**src/rtl/wildcube_pkg.sv**
```systemverilog
// -----------------------------------------------------------------------------
// wildcube_pkg
// Shared types and constants for the Wild Cube VGA playfield blocks.
//   gap_state_t : motion state of a barrier gap (IDLE / RIGHT / LEFT)
//   H_ACTIVE    : visible pixels per line
//   V_ACTIVE    : visible lines per frame
//   DEF_XW/YW   : default pixel coordinate widths
// -----------------------------------------------------------------------------
package wildcube_pkg;

    localparam int unsigned H_ACTIVE = 640;
    localparam int unsigned V_ACTIVE = 480;

    localparam int unsigned DEF_XW = 10;
    localparam int unsigned DEF_YW = 10;

    typedef enum logic [1:0] {
        IDLE  = 2'd0,
        RIGHT = 2'd1,
        LEFT  = 2'd2
    } gap_state_t;

endpackage : wildcube_pkg

```
**src/rtl/gap_motion_fsm.sv**
```systemverilog
// -----------------------------------------------------------------------------
// gap_motion_fsm
// Bounce controller for the gap of one barrier line. Holds the motion state,
// the gap left edge and the gap length, all updated on frame boundaries.
// Ports:
//   clk, reset_n : pixel clock, asynchronous active-low reset
//   frame        : 1-clk pulse per frame
//   start        : leave IDLE and begin moving right
//   load         : reinitialise gap position and return to IDLE (highest priority)
//   run          : motion enable
//   gap_sel      : gap length select, length = (gap_sel+1)*GAP_UNIT
//   gap_pos      : gap left edge (registered)
//   gap_len      : gap length in pixels (registered, XW+1 bits)
//   moving_r     : registered, high while the state is RIGHT
// -----------------------------------------------------------------------------
module gap_motion_fsm
    import wildcube_pkg::*;
#(
    parameter int unsigned XW       = DEF_XW,
    parameter int unsigned X_LEFT   = 9,
    parameter int unsigned X_RIGHT  = 630,
    parameter int unsigned GAP_UNIT = 32,
    parameter int unsigned GAP_INIT = 100,
    parameter int unsigned STEP     = 2
) (
    input  logic          clk,
    input  logic          reset_n,
    input  logic          frame,
    input  logic          start,
    input  logic          load,
    input  logic          run,
    input  logic [2:0]    gap_sel,
    output logic [XW-1:0] gap_pos,
    output logic [XW:0]   gap_len,
    output logic          moving_r
);

    localparam int unsigned CW      = XW + 1;
    localparam int unsigned LW      = XW + 3;
    localparam int unsigned LEN_MAX = X_RIGHT - X_LEFT - 1;

    localparam logic [CW-1:0] GMIN   = CW'(X_LEFT + 1);
    localparam logic [CW-1:0] STEP_C = CW'(STEP);

    gap_state_t     state_q;
    gap_state_t     state_d;
    logic [XW-1:0]  pos_d;
    logic [CW-1:0]  len_d;
    logic           moving_r_d;

    logic [LW-1:0]  len_raw;
    logic [CW-1:0]  len_new;
    logic [CW-1:0]  gmax;
    logic [CW-1:0]  pos_ext;

    // Gap length from gap_sel, clamped to the span; right limit uses the new length.
    always_comb begin
        len_raw = (LW'(gap_sel) + LW'(1)) * LW'(GAP_UNIT);
        len_new = (len_raw > LW'(LEN_MAX)) ? CW'(LEN_MAX) : CW'(len_raw);
        gmax    = CW'(X_RIGHT) - len_new;
        pos_ext = CW'(gap_pos);
    end

    // State register.
    always_ff @(posedge clk or negedge reset_n) begin
        if (!reset_n) begin
            state_q <= IDLE;
        end else begin
            state_q <= state_d;
        end
    end

    // Next-state and next gap position/length.
    always_comb begin
        state_d = state_q;
        pos_d   = gap_pos;
        len_d   = gap_len;

        // Length is sampled only at frame boundaries so a frame never tears.
        if (frame) begin
            len_d = len_new;
        end

        if (load) begin
            state_d = IDLE;
            pos_d   = XW'(GAP_INIT);
        end else begin
            if (frame) begin
                case (state_q)
                    IDLE: begin
                        if (pos_ext > gmax) begin
                            pos_d = XW'(gmax);
                        end
                    end
                    RIGHT: begin
                        if (pos_ext > gmax) begin
                            // Gap grew past the right limit: pin it and head back.
                            pos_d   = XW'(gmax);
                            state_d = LEFT;
                        end else if (run) begin
                            if (pos_ext + STEP_C >= gmax) begin
                                pos_d   = XW'(gmax);
                                state_d = LEFT;
                            end else begin
                                pos_d = XW'(pos_ext + STEP_C);
                            end
                        end
                    end
                    LEFT: begin
                        if (pos_ext > gmax) begin
                            pos_d   = XW'(gmax);
                            state_d = LEFT;
                        end else if (run) begin
                            if (pos_ext <= GMIN + STEP_C) begin
                                pos_d   = XW'(GMIN);
                                state_d = RIGHT;
                            end else begin
                                pos_d = XW'(pos_ext - STEP_C);
                            end
                        end
                    end
                    default: begin
                        state_d = IDLE;
                    end
                endcase
            end

            if ((state_q == IDLE) && start) begin
                state_d = RIGHT;
            end
        end
    end

    // Output decode, registered below so moving_r tracks the state register.
    always_comb begin
        moving_r_d = (state_d == RIGHT);
    end

    // Gap position, length and direction flag registers.
    always_ff @(posedge clk or negedge reset_n) begin
        if (!reset_n) begin
            gap_pos  <= XW'(GAP_INIT);
            gap_len  <= CW'(GAP_UNIT);
            moving_r <= 1'b0;
        end else begin
            gap_pos  <= pos_d;
            gap_len  <= len_d;
            moving_r <= moving_r_d;
        end
    end

endmodule : gap_motion_fsm

```
**src/rtl/gap_line_gen.sv**
```systemverilog
// -----------------------------------------------------------------------------
// gap_line_gen
// Horizontal barrier line with a bouncing gap for the Wild Cube playfield,
// plus a per-frame player collision flag. One instance per barrier.
// Optional build macro: GAP_LINE_OUTLINE_EN adds the outline_px output.
// Ports:
//   clk, reset_n : pixel clock, asynchronous active-low reset
//   x, y         : current pixel coordinates from the shared VGA counters
//   frame        : 1-clk pulse per frame (start of vblank)
//   start, load  : motion start / gap position reinitialise
//   run, flash   : motion+solid line enable / blink enable while frozen
//   gap_sel      : gap length select
//   player_px    : player pixel for the same x,y
//   line_px      : registered line pixel, 1 clk after x,y
//   gap_pos      : current gap left edge
//   moving_r     : high while the gap moves right
//   hit          : player overlapped the line during the previous frame
//   outline_px   : (GAP_LINE_OUTLINE_EN only) registered border pixel of the line
// -----------------------------------------------------------------------------
module gap_line_gen
    import wildcube_pkg::*;
#(
    parameter int unsigned XW       = DEF_XW,
    parameter int unsigned YW       = DEF_YW,
    parameter int unsigned Y_TOP    = 78,
    parameter int unsigned THICK    = 9,
    parameter int unsigned X_LEFT   = 9,
    parameter int unsigned X_RIGHT  = 630,
    parameter int unsigned GAP_UNIT = 32,
    parameter int unsigned GAP_INIT = 100,
    parameter int unsigned STEP     = 2
) (
    input  logic          clk,
    input  logic          reset_n,
    input  logic [XW-1:0] x,
    input  logic [YW-1:0] y,
    input  logic          frame,
    input  logic          start,
    input  logic          load,
    input  logic          run,
    input  logic          flash,
    input  logic [2:0]    gap_sel,
    input  logic          player_px,
    output logic          line_px,
    output logic [XW-1:0] gap_pos,
    output logic          moving_r,
    output logic          hit
`ifdef GAP_LINE_OUTLINE_EN
    ,
    output logic          outline_px
`endif
);

    localparam int unsigned CW    = XW + 1;
    localparam int unsigned YC    = YW + 1;
    localparam int unsigned Y_BOT = Y_TOP + THICK - 1;

    // Elaboration-time sanity check on the line placement.
    if ((Y_BOT >= V_ACTIVE) || (X_RIGHT > H_ACTIVE) || (X_LEFT + 1 >= X_RIGHT)) begin : g_bad_geom
        $error("gap_line_gen: line geometry outside the visible area");
    end

    logic [CW-1:0] gap_len;
    logic [CW-1:0] x_ext;
    logic [CW-1:0] gap_end;
    logic          in_rows;
    logic          in_cols;
    logic          in_gap;
    logic          span;
    logic          hit_acc;

    gap_motion_fsm #(
        .XW       (XW),
        .X_LEFT   (X_LEFT),
        .X_RIGHT  (X_RIGHT),
        .GAP_UNIT (GAP_UNIT),
        .GAP_INIT (GAP_INIT),
        .STEP     (STEP)
    ) u_motion (
        .clk      (clk),
        .reset_n  (reset_n),
        .frame    (frame),
        .start    (start),
        .load     (load),
        .run      (run),
        .gap_sel  (gap_sel),
        .gap_pos  (gap_pos),
        .gap_len  (gap_len),
        .moving_r (moving_r)
    );

    // Line coverage for the current pixel, gap cut out.
    always_comb begin
        x_ext   = CW'(x);
        gap_end = CW'(gap_pos) + gap_len;
        in_rows = (YC'(y) >= YC'(Y_TOP)) && (YC'(y) <= YC'(Y_BOT));
        in_cols = (x_ext > CW'(X_LEFT)) && (x_ext < CW'(X_RIGHT));
        in_gap  = (x_ext >= CW'(gap_pos)) && (x_ext < gap_end);
        span    = in_rows && in_cols && !in_gap;
    end

    // Pixel output; blinks via flash while frozen.
    always_ff @(posedge clk or negedge reset_n) begin
        if (!reset_n) begin
            line_px <= 1'b0;
        end else begin
            line_px <= span && (run || flash);
        end
    end

    // Collision accumulator; an overlap on the frame clk counts toward the new frame.
    always_ff @(posedge clk or negedge reset_n) begin
        if (!reset_n) begin
            hit     <= 1'b0;
            hit_acc <= 1'b0;
        end else if (frame) begin
            hit     <= hit_acc;
            hit_acc <= span && player_px;
        end else begin
            hit_acc <= hit_acc || (span && player_px);
        end
    end

`ifdef GAP_LINE_OUTLINE_EN
    logic on_edge;

    // Border of the solid part: top/bottom rows, outer ends, and both gap walls.
    always_comb begin
        on_edge = (YC'(y) == YC'(Y_TOP))
               || (YC'(y) == YC'(Y_BOT))
               || (x_ext == CW'(X_LEFT + 1))
               || (x_ext == CW'(X_RIGHT - 1))
               || (x_ext == CW'(gap_pos) - CW'(1))
               || (x_ext == gap_end);
    end

    always_ff @(posedge clk or negedge reset_n) begin
        if (!reset_n) begin
            outline_px <= 1'b0;
        end else begin
            outline_px <= span && on_edge;
        end
    end
`endif

endmodule : gap_line_gen

```
**config.mk**
```make
export PLATFORM = sky130hd
export DESIGN_NAME = gap_line_gen
export DESIGN_NICKNAME = d
export VERILOG_FILES = /design/src/rtl/wildcube_pkg.sv /design/src/rtl/gap_motion_fsm.sv /design/src/rtl/gap_line_gen.sv
export SDC_FILE = /design/constraint.sdc
export NUM_CORES = 1
export LEC_CHECK = 0
export ABC_AREA = 1
export BUFFER_PORTS_ARGS = -buffer_cell sky130_fd_sc_hd__clkbuf_2
export CORE_ASPECT_RATIO = 0.8
export CORE_UTILIZATION = 40
export CTS_CLUSTER_DIAMETER = 40
export DETAILED_ROUTE_END_ITERATION = 6
export GPL_TIMING_DRIVEN = 0
export PLACE_DENSITY = 0.55
export SKIP_CTS_REPAIR_TIMING = 1
export SLEW_MARGIN = 10
export SYNTH_ARGS = -nofsm -noshare
export SYNTH_HDL_FRONTEND = slang
export SYNTH_HIERARCHICAL = 1
export SYNTH_SLANG_ARGS = --single-unit
export TNS_END_PERCENT = 10
```
**constraint.sdc**
```tcl
create_clock -name clk -period 3 [get_ports clk]
set_clock_uncertainty 0.05 [all_clocks]
set_input_delay 0.15 -clock clk [delete_from_list [all_inputs] [get_ports clk]]
set_output_delay 0.15 -clock clk [all_outputs]
set_load 0.02 [all_outputs]
```
* After elaboration in Yosys (flattened, before gate mapping)
Index checks and enable logic that the tools add are counted.
** Storage, ports and cells
- Bits in registers :: 27
- Input port bits :: 31
- Output and inout port bits :: 13
- Logic and storage cells :: 65
** Operators by class
- $add $sub $neg :: 5
- Order comparisons :: 10
- Eq/ne operators :: 6
- Mux-type cells :: 22
- Reductions and logical operators :: 15
** Operators by type and width (count)
- 2-to-1 mux 10 bit :: 9
- case mux 10 bit (3 select lines) :: 1
- 2-to-1 mux 2 bit :: 9
- greater-than comparator 13 x 10 -> 1 bit, second input constant :: 1
- adder 10 x 11 -> 11 bit :: 1
- adder 10 x 2 -> 11 bit, second input constant :: 1
- greater-or-equal comparator 11 bit :: 1
- greater-than comparator 10 x 11 -> 1 bit :: 1
- less-than comparator 10 x 11 -> 1 bit :: 1
- 2-to-1 mux 11 bit :: 1
- subtractor 10 x 11 -> 11 bit, first input constant :: 1
- greater-or-equal comparator 10 bit :: 1
- greater-or-equal comparator 10 x 7 -> 1 bit, second input constant :: 1
- greater-than comparator 10 x 4 -> 1 bit, second input constant :: 1
- less-or-equal comparator 10 x 4 -> 1 bit, second input constant :: 1
- less-or-equal comparator 10 x 7 -> 1 bit, second input constant :: 1
- less-than comparator 10 bit, second input constant :: 1
- subtractor 10 x 2 -> 10 bit, second input constant :: 1
- logical AND 1 bit :: 8
- != test 4 x 3 -> 1 bit, second input constant :: 2
- case mux 2 bit (3 select lines) :: 1
- AND reduction 5 bit :: 1
- adder 3 x 1 -> 4 bit, second input constant :: 1
- == test 2 x 1 -> 1 bit, second input constant :: 2
- 8 further kinds :: 9

* Longest topological paths before layout
Gate-level depths: netlist (run 1).
- Depth in word-level cells :: 13
- Depth in mapped cells :: 21
- Depth with buffers taken out :: 20

* By module
The synthesis (run 1) kept the hierarchy.
** Modules (own cells, without submodules)
- gap_motion_fsm :: instances 1, cells an instance 270, area each 1888.1 um^2, sequential area each 405.4 um^2
- gap_line_gen :: instances 1, cells an instance 182, area each 1184.9 um^2, sequential area each 75.1 um^2

* Worst setup path after synthesis (run 1)
Ideal clock, no wire load.
- Kind :: register to register
- Start :: register u_motion.gap_pos[2]
- End :: register u_motion.gap_pos[8]
- Library setup time :: 0.117 ns
- Arrival time :: 2.558 ns
- Required time :: 2.833 ns
- Path slack :: 0.275 ns
- Cell stages (with the launch flop) :: 15
- Path buffers :: 0
- Period minus slack after synthesis :: 2.725 ns
- Cell sequence :: dfstp_2 -> ha_1 -> inv_1 -> nor2_1 -> nand3_1 -> nor3_2 -> xor2_1 -> inv_1 -> ha_1 -> a21oi_2 -> nand4_4 -> o211ai_1 -> nand3_1 -> nand2_1 -> nand2_1
** On the way
- Longest elaborated chain between the ends :: 8
- Elaborated cells between the ends (all ways) :: 18
- Those cells by class :: 2 x add/sub; 3 x order compare; 3 x eq/ne; 9 x mux; 1 x reduce/logical
** Ends and longest elaborated chain
- start, declared :: line gap_motion_fsm.sv:33 : output logic [XW-1:0] gap_pos,
- start signal, assigned :: line gap_motion_fsm.sv:142 : gap_pos <= XW'(GAP_INIT);
- start signal, assigned :: line gap_motion_fsm.sv:146 : gap_pos <= pos_d;
- adder 10 x 2 -> 11 bit :: line gap_motion_fsm.sv:101 : if (pos_ext + STEP_C >= gmax) begin
- greater-or-equal comparator 11 bit :: line gap_motion_fsm.sv:101
- 2-to-1 mux 10 bit :: line gap_motion_fsm.sv:101
- 2-to-1 mux 10 bit :: line gap_motion_fsm.sv:100 : end else if (run) begin
- 2-to-1 mux 10 bit :: line gap_motion_fsm.sv:96 : if (pos_ext > gmax) begin
- case mux 10 bit (3 select lines) :: line gap_motion_fsm.sv:89 : case (state_q)
- 2-to-1 mux 10 bit :: line gap_motion_fsm.sv:88 : if (frame) begin
- 2-to-1 mux 10 bit :: line gap_motion_fsm.sv:84 : if (load) begin
Parallel ways exist; a longest one is shown, timed or not. The select of a mux whose other input is x is not followed.
A chain may end at the register's enable or synchronous reset.

* Worst setup path in the final report (run 1)
- Start :: register u_motion.gap_pos[5]
- End :: register u_motion.gap_pos[5]
The elaborated chain is that of the path after synthesis.

==> reports/results.tsv, run 1 <==
stage	metric	value	unit
floorplan	placeableCoreArea	7430	µm²
setup_path	setup.worst_path.start	u_motion/gap_pos[5]	
synth	synth_top_cell_area_share	0.200	
clocking	cts.clk_slew.worst_paths	0.07	ns
grt	grt_antenna_before_repair	0	
sta	final_max_slew_viol_count	0	
route	wire_per_inst	13.9	µm
clocking	ctsLongestPathBuffers	2	
sta	setup-violations-final	0	
cells_and_area	diodes	0	
route	drc	0	
synth	dominantRegCellSynth	sky130_fd_sc_hd__dfrtp_1	
sta	period_needed	2.84	ns
synth	postSynthCellCount	452	
synth	yosysTopAreaCell	sky130_fd_sc_hd__ha_1	
worst_hold_path	hold_path.startpoint	player_px	
setup_path	cpMaxStageDelayCell	sky130_fd_sc_hd__dfstp_2	
route	initialDrtViolationCount	198	
route	antenna_left	0	
synth	postSynthAreaPerCell	6.80	µm²
route	drt_pre_antenna_iters	5	
cells_and_area	num-nets-final	597	
place	gp_congestion	0.882	
setup_path	critical_path_sink_type	register	
floorplan	die_h	80.4	µm
power	cellLeakagePower	1.91	nW
run_status	status	finished clean	
power	pwr_density_cell	350	nW/µm²
sta	max_freq	352	MHz
synth	cell_with_the_most_instances_after_synthesis	sky130_fd_sc_hd__nand2_1	
floorplan	die_w	100	µm
grt	grt_first_pass_wirelength	14000	µm
setup_path	cp_max_fo	9	
route	postRouteWirelength	8600	µm
setup_path	critical-path-top-cell-by-count	sky130_fd_sc_hd__nand2_1	
setup_path	cp_data_required_time	3.14	ns
synth	netlist_top_cells_area	sky130_fd_sc_hd__ha_1 20%, sky130_fd_sc_hd__nand2_1 13%, sky130_fd_sc_hd__dfrtp_1 12%	
worst_hold_path	timing.hold.worst.class	in2reg	
clocking	clock_insertion_delay_worst_skew	0.26	ns
grt	globalRouteOverflowTotal	0	
clocking	clock-sinks	19	
flow_run	maximum_capacitance_violations	0	
synth	synth_top_family_by_area	simple AND/OR/NAND/NOR gates	
place	post_dp_cell_area	3440	µm²
grt	grt_max_degree	20	
floorplan	floorplan.io_pins	44	
clocking	clock_tree.root_cell	sky130_fd_sc_hd__clkbuf_8	
floorplan	floorplan.rows	28	
place	io_buffer_count	42	
sta	max_slew_margin	0.663	
setup_path	worst_path_largest_cell_delay	0.69	ns
setup_path	critical_path_arrival	2.99	ns
grt	grt_use_total	0.225	
synth	synth_compound_area_frac	0.176	
synth	syn-cell-area	3070	µm²
clocking	cts_made_buffers	3	
setup_path	reg2reg_from	u_motion/gap_pos[5]	
sta	finalHoldViolations	0	
setup_path	cp_cell_sequence	nand4_1, nor2_2, xor2_1, inv_1, ha_1, a21o_1, a21oi_4, nand4_4, buf_4, nand2_1, nand3_1, nand2_1, nand2_1, a21oi_2	
synth	synth-async-reset-ratio	1.00	
sta	setup-tns-final	0	ns
floorplan	initial_core_util	0.414	
synth	yosysUniqueCellTypes	51	
synth	ys_seq_area_frac	0.156	
synth	synth-simple-area-share	0.300	
synth	share_of_synthesized_area_spent_on_multiplexers	0	
place	dpl.hpwl	6900	µm
cells_and_area	area_growth_syn_to_layout	17.7	%
route	vias	3128	
synth	synth_warnings	6	
clocking	clock_tree_from_tritoncts	built	
floorplan	die_area	8040	µm²
clocking	cts.htree.levels	1	
synth	synth-edff-count	0	
synth	yosys.area_share.adder	0.206	
sta	timing.final.crit_share	0.948	
setup_path	timing_worst_setup_path_type	reg2reg	
route	detail_route.vias_per_cell	5.05	
cells_and_area	post-route-cell-area	3620	µm²
cells_and_area	drive_gt1_frac	0.231	
power	vdd_ir_drop_max	0.193	mV
synth	number_of_synthesized_register_bits	19	
setup_path	worstSetupStartpointType	register	
synth	netlist_top_cells_count	109 x sky130_fd_sc_hd__nand2_1, 57 x sky130_fd_sc_hd__inv_1, 49 x sky130_fd_sc_hd__ha_1, 31 x sky130_fd_sc_hd__nor2_1, 27 x sky130_fd_sc_hd__a21oi_1	
grt	first_global_vias	2888	
sta	worst-slew-pin-transition	0.505	ns
synth	xor_and_xnor_fraction_of_the_mapped_netlist_area	0.0456	
## layout make-up
type / instances / area [µm²]
plain buffers: 12 / 86.3
clock buffers: 4 / 45.0
fillers: 800 / 3810
inverters: 70 / 265
multi-input cells: 358 / 2320
flip-flops and latches: 19 / 483
well taps: 105 / 131
repair buffers: 52 / 288
## per-stage QoR
stage                     setup WS, ns   util  total power [mW]  hold slack (ns)  std cells
after floorplan                  0.275      -             0.835           -0.196        459
after global placement          -0.233  0.463              1.02           0.0945        606
after detailed placement        -0.232  0.463              1.03           0.0949        606
after CTS                      -0.0259  0.469              1.22           -0.193        610
after global routing          -0.00239  0.487              1.40           0.0709        620
final                            0.156  0.487              1.27           0.0703        620
## routing by layer
layer	share of wire	up-vias	track usage
li1	-	1599	-
met1	0.53	1424	0.334
met2	0.42	97	0.354
met3	0.048	8	0.0261
met4	0.0098	0	0.0304
met5	0	-	0
## layout by cell type, fill, tap and decap left out, types with 4 or more instances in the layout
cell type and count:
sky130_fd_sc_hd__a21oi_1 27, sky130_fd_sc_hd__a21oi_2 5, sky130_fd_sc_hd__a31oi_1 5, sky130_fd_sc_hd__buf_4 18
sky130_fd_sc_hd__clkbuf_2 42, sky130_fd_sc_hd__conb_1 8, sky130_fd_sc_hd__dfrtp_1 13, sky130_fd_sc_hd__dfstp_2 4
sky130_fd_sc_hd__ha_1 48, sky130_fd_sc_hd__inv_1 57, sky130_fd_sc_hd__inv_2 9, sky130_fd_sc_hd__nand2_1 109
sky130_fd_sc_hd__nand2_2 6, sky130_fd_sc_hd__nand3_1 17, sky130_fd_sc_hd__nand4_1 4, sky130_fd_sc_hd__nor2_1 30
sky130_fd_sc_hd__nor2_2 8, sky130_fd_sc_hd__nor3_1 6, sky130_fd_sc_hd__o211ai_1 5, sky130_fd_sc_hd__o21ai_0 16
sky130_fd_sc_hd__o21ai_1 10, sky130_fd_sc_hd__xor2_1 14
## logic make-up (layout without fill, tap and decap cells)
kind of cell             after synthesis  after routing
other                                  1              8
flip-flops                            19             19
XOR/XNOR                              16             16
AND/OR/NAND/NOR                      196            196
adder cells (fa/ha/maj)               50             50
buffers and inverters                 82            138
AO/OA/AOI/OAI                         88             88
## flip-flops by register name, indices dropped and copies added, names as in the netlist
signal             cells
u_motion/gap_pos       9
u_motion/gap_len       4
u_motion/state_q       2
hit                    1
hit_acc                1
line_px                1
u_motion/moving_r      1
## critical path: cells and delay by family (launching register included)
kind / cells / cell delay [ns]
AOI/OAI and AO/OA: 3 / 0.57
xor gates and xnor gates: 1 / 0.15
adders and majority gates: 1 / 0.29
buffers and inverters: 2 / 0.26
DFF: 1 / 0.69
and+or+nand+nor: 7 / 0.77
## path summary, 6_finish.rpt
kind | end | slack, ns | cells past startpoint
min in group asynchronous | line_px | 0.36 | 2
max | u_motion/gap_pos[5] | 0.16 | 14
min reg2reg | hit | 0.43 | 2
max in group asynchronous | u_motion/gap_pos[1] | 2.18 | 2
max reg2reg | u_motion/gap_pos[5] | 0.16 | 14
min | hit_acc | 0.07 | 3
## power breakdown
group	switching [mW]	leakage, nW	internal [mW]
Clock	0.0890	0.0228	0.0945
Sequential	0.0399	0.241	0.279
Combinational	0.466	1.64	0.297
Power figures use the tool's default switching activity.
==> run 2: changes to the inputs <==
--- a/config.mk
+++ b/config.mk
@@ -5,14 +5,13 @@
 export SDC_FILE = /design/constraint.sdc
 export NUM_CORES = 1
 export LEC_CHECK = 0
-export ABC_AREA = 1
 export BUFFER_PORTS_ARGS = -buffer_cell sky130_fd_sc_hd__clkbuf_2
 export CORE_ASPECT_RATIO = 0.8
 export CORE_UTILIZATION = 40
-export CTS_CLUSTER_DIAMETER = 40
+export CTS_CLUSTER_DIAMETER = 150
 export DETAILED_ROUTE_END_ITERATION = 6
 export GPL_TIMING_DRIVEN = 0
-export PLACE_DENSITY = 0.55
+export PLACE_DENSITY = 0.56
 export SKIP_CTS_REPAIR_TIMING = 1
 export SLEW_MARGIN = 10
 export SYNTH_ARGS = -nofsm -noshare
==> reports/results.tsv, run 2 <==
stage	metric	value	unit	change
synth	number_of_synthesized_register_bits	19		unchanged
place	gp_congestion	0.915		+3.7%
cells_and_area	multiInputGateArea	2390	µm²	+2.9%
cells_and_area	num-nets-final	501		-16%
power	combinationalPowerShare	0.628		+0.025
clocking	cts_made_buffers	3		unchanged
cells_and_area	diodes	0		unchanged
place	io_buffer_count	42		unchanged
cells_and_area	n_fill_cell	685		-14%
cells_and_area	mostFrequentLayoutCell	sky130_fd_sc_hd__ha_1		
sta	period_needed	3.46	ns	+0.618 ns
place	dpl.hpwl	6400	µm	-7.1%
clocking	clock-sinks	19		unchanged
sta	max_freq	289	MHz	-18%
floorplan	placeableCoreArea	6930	µm²	-6.8%
synth	netlist_top_cells_count	49 x sky130_fd_sc_hd__ha_1, 31 x sky130_fd_sc_hd__inv_1, 25 x sky130_fd_sc_hd__a21oi_1, 23 x sky130_fd_sc_hd__nor2_1, 20 x sky130_fd_sc_hd__nand2_1		
synth	synth_top_cell_area_share	0.212		+0.0128
cells_and_area	largest_register_ff_count	9		unchanged
power	vdd_ir_drop_max	0.134	mV	-31%
route	drt_pre_antenna_iters	5		unchanged
cells_and_area	most-common-layout-cells	46 x sky130_fd_sc_hd__ha_1, 42 x sky130_fd_sc_hd__clkbuf_2, 30 x sky130_fd_sc_hd__inv_1		
grt	grt_first_pass_wirelength	13500	µm	-3.7%
synth	cell_with_the_most_instances_after_synthesis	sky130_fd_sc_hd__ha_1		
clocking	clock_tree_from_tritoncts	built		
route	wire_per_inst	16.7	µm	+20%
floorplan	die_area	7570	µm²	-5.9%
synth	postSynthCellCount	356		-21%
power	power.clock.fraction	0.136		-0.009
power	power.sequential.fraction	0.236		-0.016
sta	timing.final.crit_share	1.15		+0.206
place	preCtsSetupSlack	-0.880	ns	-0.648 ns
floorplan	die_h	78.0	µm	-3.0%
synth	synth-edff-count	0		unchanged
setup_path	reg2reg_from	u_motion/gap_pos[5]		
synth	ys_seq_area_frac	0.166		+0.0100
floorplan	initial_core_util	0.417		+0.00324
setup_path	critical_path_sink_type	register		
flow_run	maximum_capacitance_violations	0		unchanged
route	antenna_left	0		unchanged
power	power_switching	0.665	mW	+12%
setup_path	worstRegToRegCells	11		-3
cells_and_area	registers.top_by_ff_count	u_motion/gap_pos		
clocking	clock_insertion_delay_worst_skew	0.27	ns	about the same
floorplan	floorplan.rows	27		-3.6%
clocking	clock_tree.root_cell	sky130_fd_sc_hd__clkbuf_8		
cells_and_area	area_growth_syn_to_layout	23.0	%	
synth	syn-cell-area	2890	µm²	-6.0%
cells_and_area	drive_gt1_frac	0.265		+0.0338
sta	final_critical_path_setup_slack	-0.462	ns	-0.618 ns
cells_and_area	layoutNonFillerInstCount	506		-18%
clocking	ctsLongestPathBuffers	2		unchanged
grt	grt_max_degree	20		unchanged
sta	whs	0.0513	ns	-0.0190 ns
worst_hold_path	timing.hold.worst.class	in2reg		
power	cellLeakagePower	1.62	nW	-15%
power	cell_internal_pwr	0.760	mW	+13%
sta	finalHoldViolations	0		unchanged
sta	setup-violations-final	12		+12
synth	synth-async-reset-ratio	1.00		unchanged
floorplan	floorplan.io_pins	44		unchanged
clocking	cts.htree.levels	1		unchanged
sta	setup_repair_after_global_routing_missed_its_margin	true		
sta	setup-tns-final	-3.57	ns	-3.57 ns
worst_hold_path	hold_path.startpoint	frame		
grt	first_global_vias	2587		-10%
run_status	violations	negative setup slack		
route	drc	0		unchanged
cells_and_area	area.sequential	490	µm²	+1.6%
grt	grt_antenna_before_repair	0		unchanged
setup_path	cp_data_required_time	3.12	ns	-0.02 ns
grt	grt_use_total	0.220		-0.00491
worst_hold_path	hold-path-cell-count	2		-1
route	vias	2963		-5.3%
route	detail_route.vias_per_cell	5.86		+16%
floorplan	die_w	97.0	µm	-3.0%
route	initialDrtViolationCount	238		+20%
setup_path	cp_max_fo	8		-1
power	pwr_density_cell	401	nW/µm²	+15%
sta	max_slew_margin	0.652		-0.0110
route	postRouteWirelength	8450	µm	-1.8%
worst_hold_path	worst_hold_path.endpoint	hit_acc		
setup_path	setup.reg_to_reg.worst_slack	-0.46	ns	-0.62 ns
sta	worst-slew-pin-transition	0.522	ns	+0.0165 ns
setup_path	worstSetupStartpointType	register		
synth	dominantRegCellSynth	sky130_fd_sc_hd__dfrtp_1		
sta	final_max_slew_viol_count	0		unchanged
clocking	cts.clk_slew.worst_paths	0.08	ns	about the same
synth	postSynthAreaPerCell	8.11	µm²	+19%
grt	globalRouteOverflowTotal	0		unchanged
run_status	status	finished, violations left		
setup_path	timing_worst_setup_path_type	reg2reg		
cells_and_area	layout_top_registers	u_motion/gap_pos (9), u_motion/gap_len (4), u_motion/state_q (2)		
power	sw_ratio	0.467		-0.00358
synth	yosysTopAreaCell	sky130_fd_sc_hd__ha_1		
synth	synth_warnings	6		unchanged
place	numPlacedInstances	492		-19%
setup_path	critical_path_arrival	3.58	ns	+0.59 ns
setup_path	worstReg2RegEnd	u_motion/gap_pos[3]		
synth	yosysUniqueCellTypes	67		+31%
synth	netlist_top_cells_area	sky130_fd_sc_hd__ha_1 21%, sky130_fd_sc_hd__dfrtp_1 13%, sky130_fd_sc_hd__a21oi_1 4.3%		
run 2: changes by cell type in the layout (fill, tap and decap cells not counted), sizes merged, moves of 7 or more:
cell,change
nand2,-98
inv,-36
nor2,-17
xnor2,+8
a21oi,-7
nor3,+7
run 2: kinds of logic after synthesis:
logic type | after synthesis | share of synthesized area
buffers and inverters | 48 | 0.0789
adders and majority gates | 50 | 0.219
xor gates and xnor gates | 18 | 0.0546
other | 1 | 0.00130
AOI/OAI and AO/OA | 101 | 0.248
DFF | 19 | 0.166
muxes | 8 | 0.0295
and+or+nand+nor | 111 | 0.202
run 2: how the worst max path moves through the flow:
stage	from	to	slack (ns)
floorplan	u_motion/gap_pos[2]	u_motion/gap_pos[3]	-0.08
global placement	gap_sel[0]	u_motion/gap_pos[6]	-0.90
detailed placement	gap_sel[0]	u_motion/gap_pos[6]	-0.88
CTS	gap_sel[0]	u_motion/gap_pos[6]	-0.62
global route	u_motion/gap_pos[5]	u_motion/gap_pos[3]	-0.61
finish	u_motion/gap_pos[5]	u_motion/gap_pos[3]	-0.46
run 2: final cells by class:
cell class / count / area share
multi-input combinational: 296 / 0.672
buffer: 17 / 0.0331
sequential: 19 / 0.138
inverter: 31 / 0.0328
tap: 87 / 0.0307
timing repair buffer: 52 / 0.0803
clock inverter: 1 / 0.00141
clock buffer: 3 / 0.0116
run 2: power by group through the flow:
stage | clock network, mW | logic [mW] | registers, mW
floorplan | 0 | 0.570 | 0.341
global placement | 0 | 0.768 | 0.342
detailed placement | 0 | 0.777 | 0.343
CTS | 0.196 | 0.782 | 0.338
global route | 0.208 | 0.987 | 0.343
finish | 0.193 | 0.895 | 0.337
run 2: routing by layer:
| metal | track usage | up-vias | routed length (µm) | part of all wire |
|---|---|---|---|---|
| met3 | 0.0297 | 4 | 747 | 0.088 |
| met2 | 0.320 | 147 | 3460 | 0.41 |
| met1 | 0.347 | 1377 | 4210 | 0.50 |
| met5 | 0 | - | 0 | 0 |
| li1 | - | 1435 | - | - |
| met4 | 0.0239 | 0 | 29 | 0.0034 |
run 2: worst max-delay path: stages, from the launching register on:
cell	delay [ns]
sky130_fd_sc_hd__dfstp_2	0.58
sky130_fd_sc_hd__buf_6	0.16
sky130_fd_sc_hd__nand2_4	0.08
sky130_fd_sc_hd__nor4_4	0.32
sky130_fd_sc_hd__xor2_2	0.20
sky130_fd_sc_hd__ha_1	0.27
sky130_fd_sc_hd__a21o_1	0.20
sky130_fd_sc_hd__a221oi_2	0.33
sky130_fd_sc_hd__o41ai_4	0.19
sky130_fd_sc_hd__or3_4	0.40
sky130_fd_sc_hd__o41a_1	0.33
sky130_fd_sc_hd__o32ai_2	0.24
run 2: per-stage QoR:
step                instance area, µm²  utilization  total power, mW
floorplan                         2960            -            0.911
global placement                  3280        0.473             1.11
detailed placement                3280        0.473             1.12
CTS                               3320        0.480             1.32
global route                      3550        0.513             1.54
finish                            3550        0.513             1.43
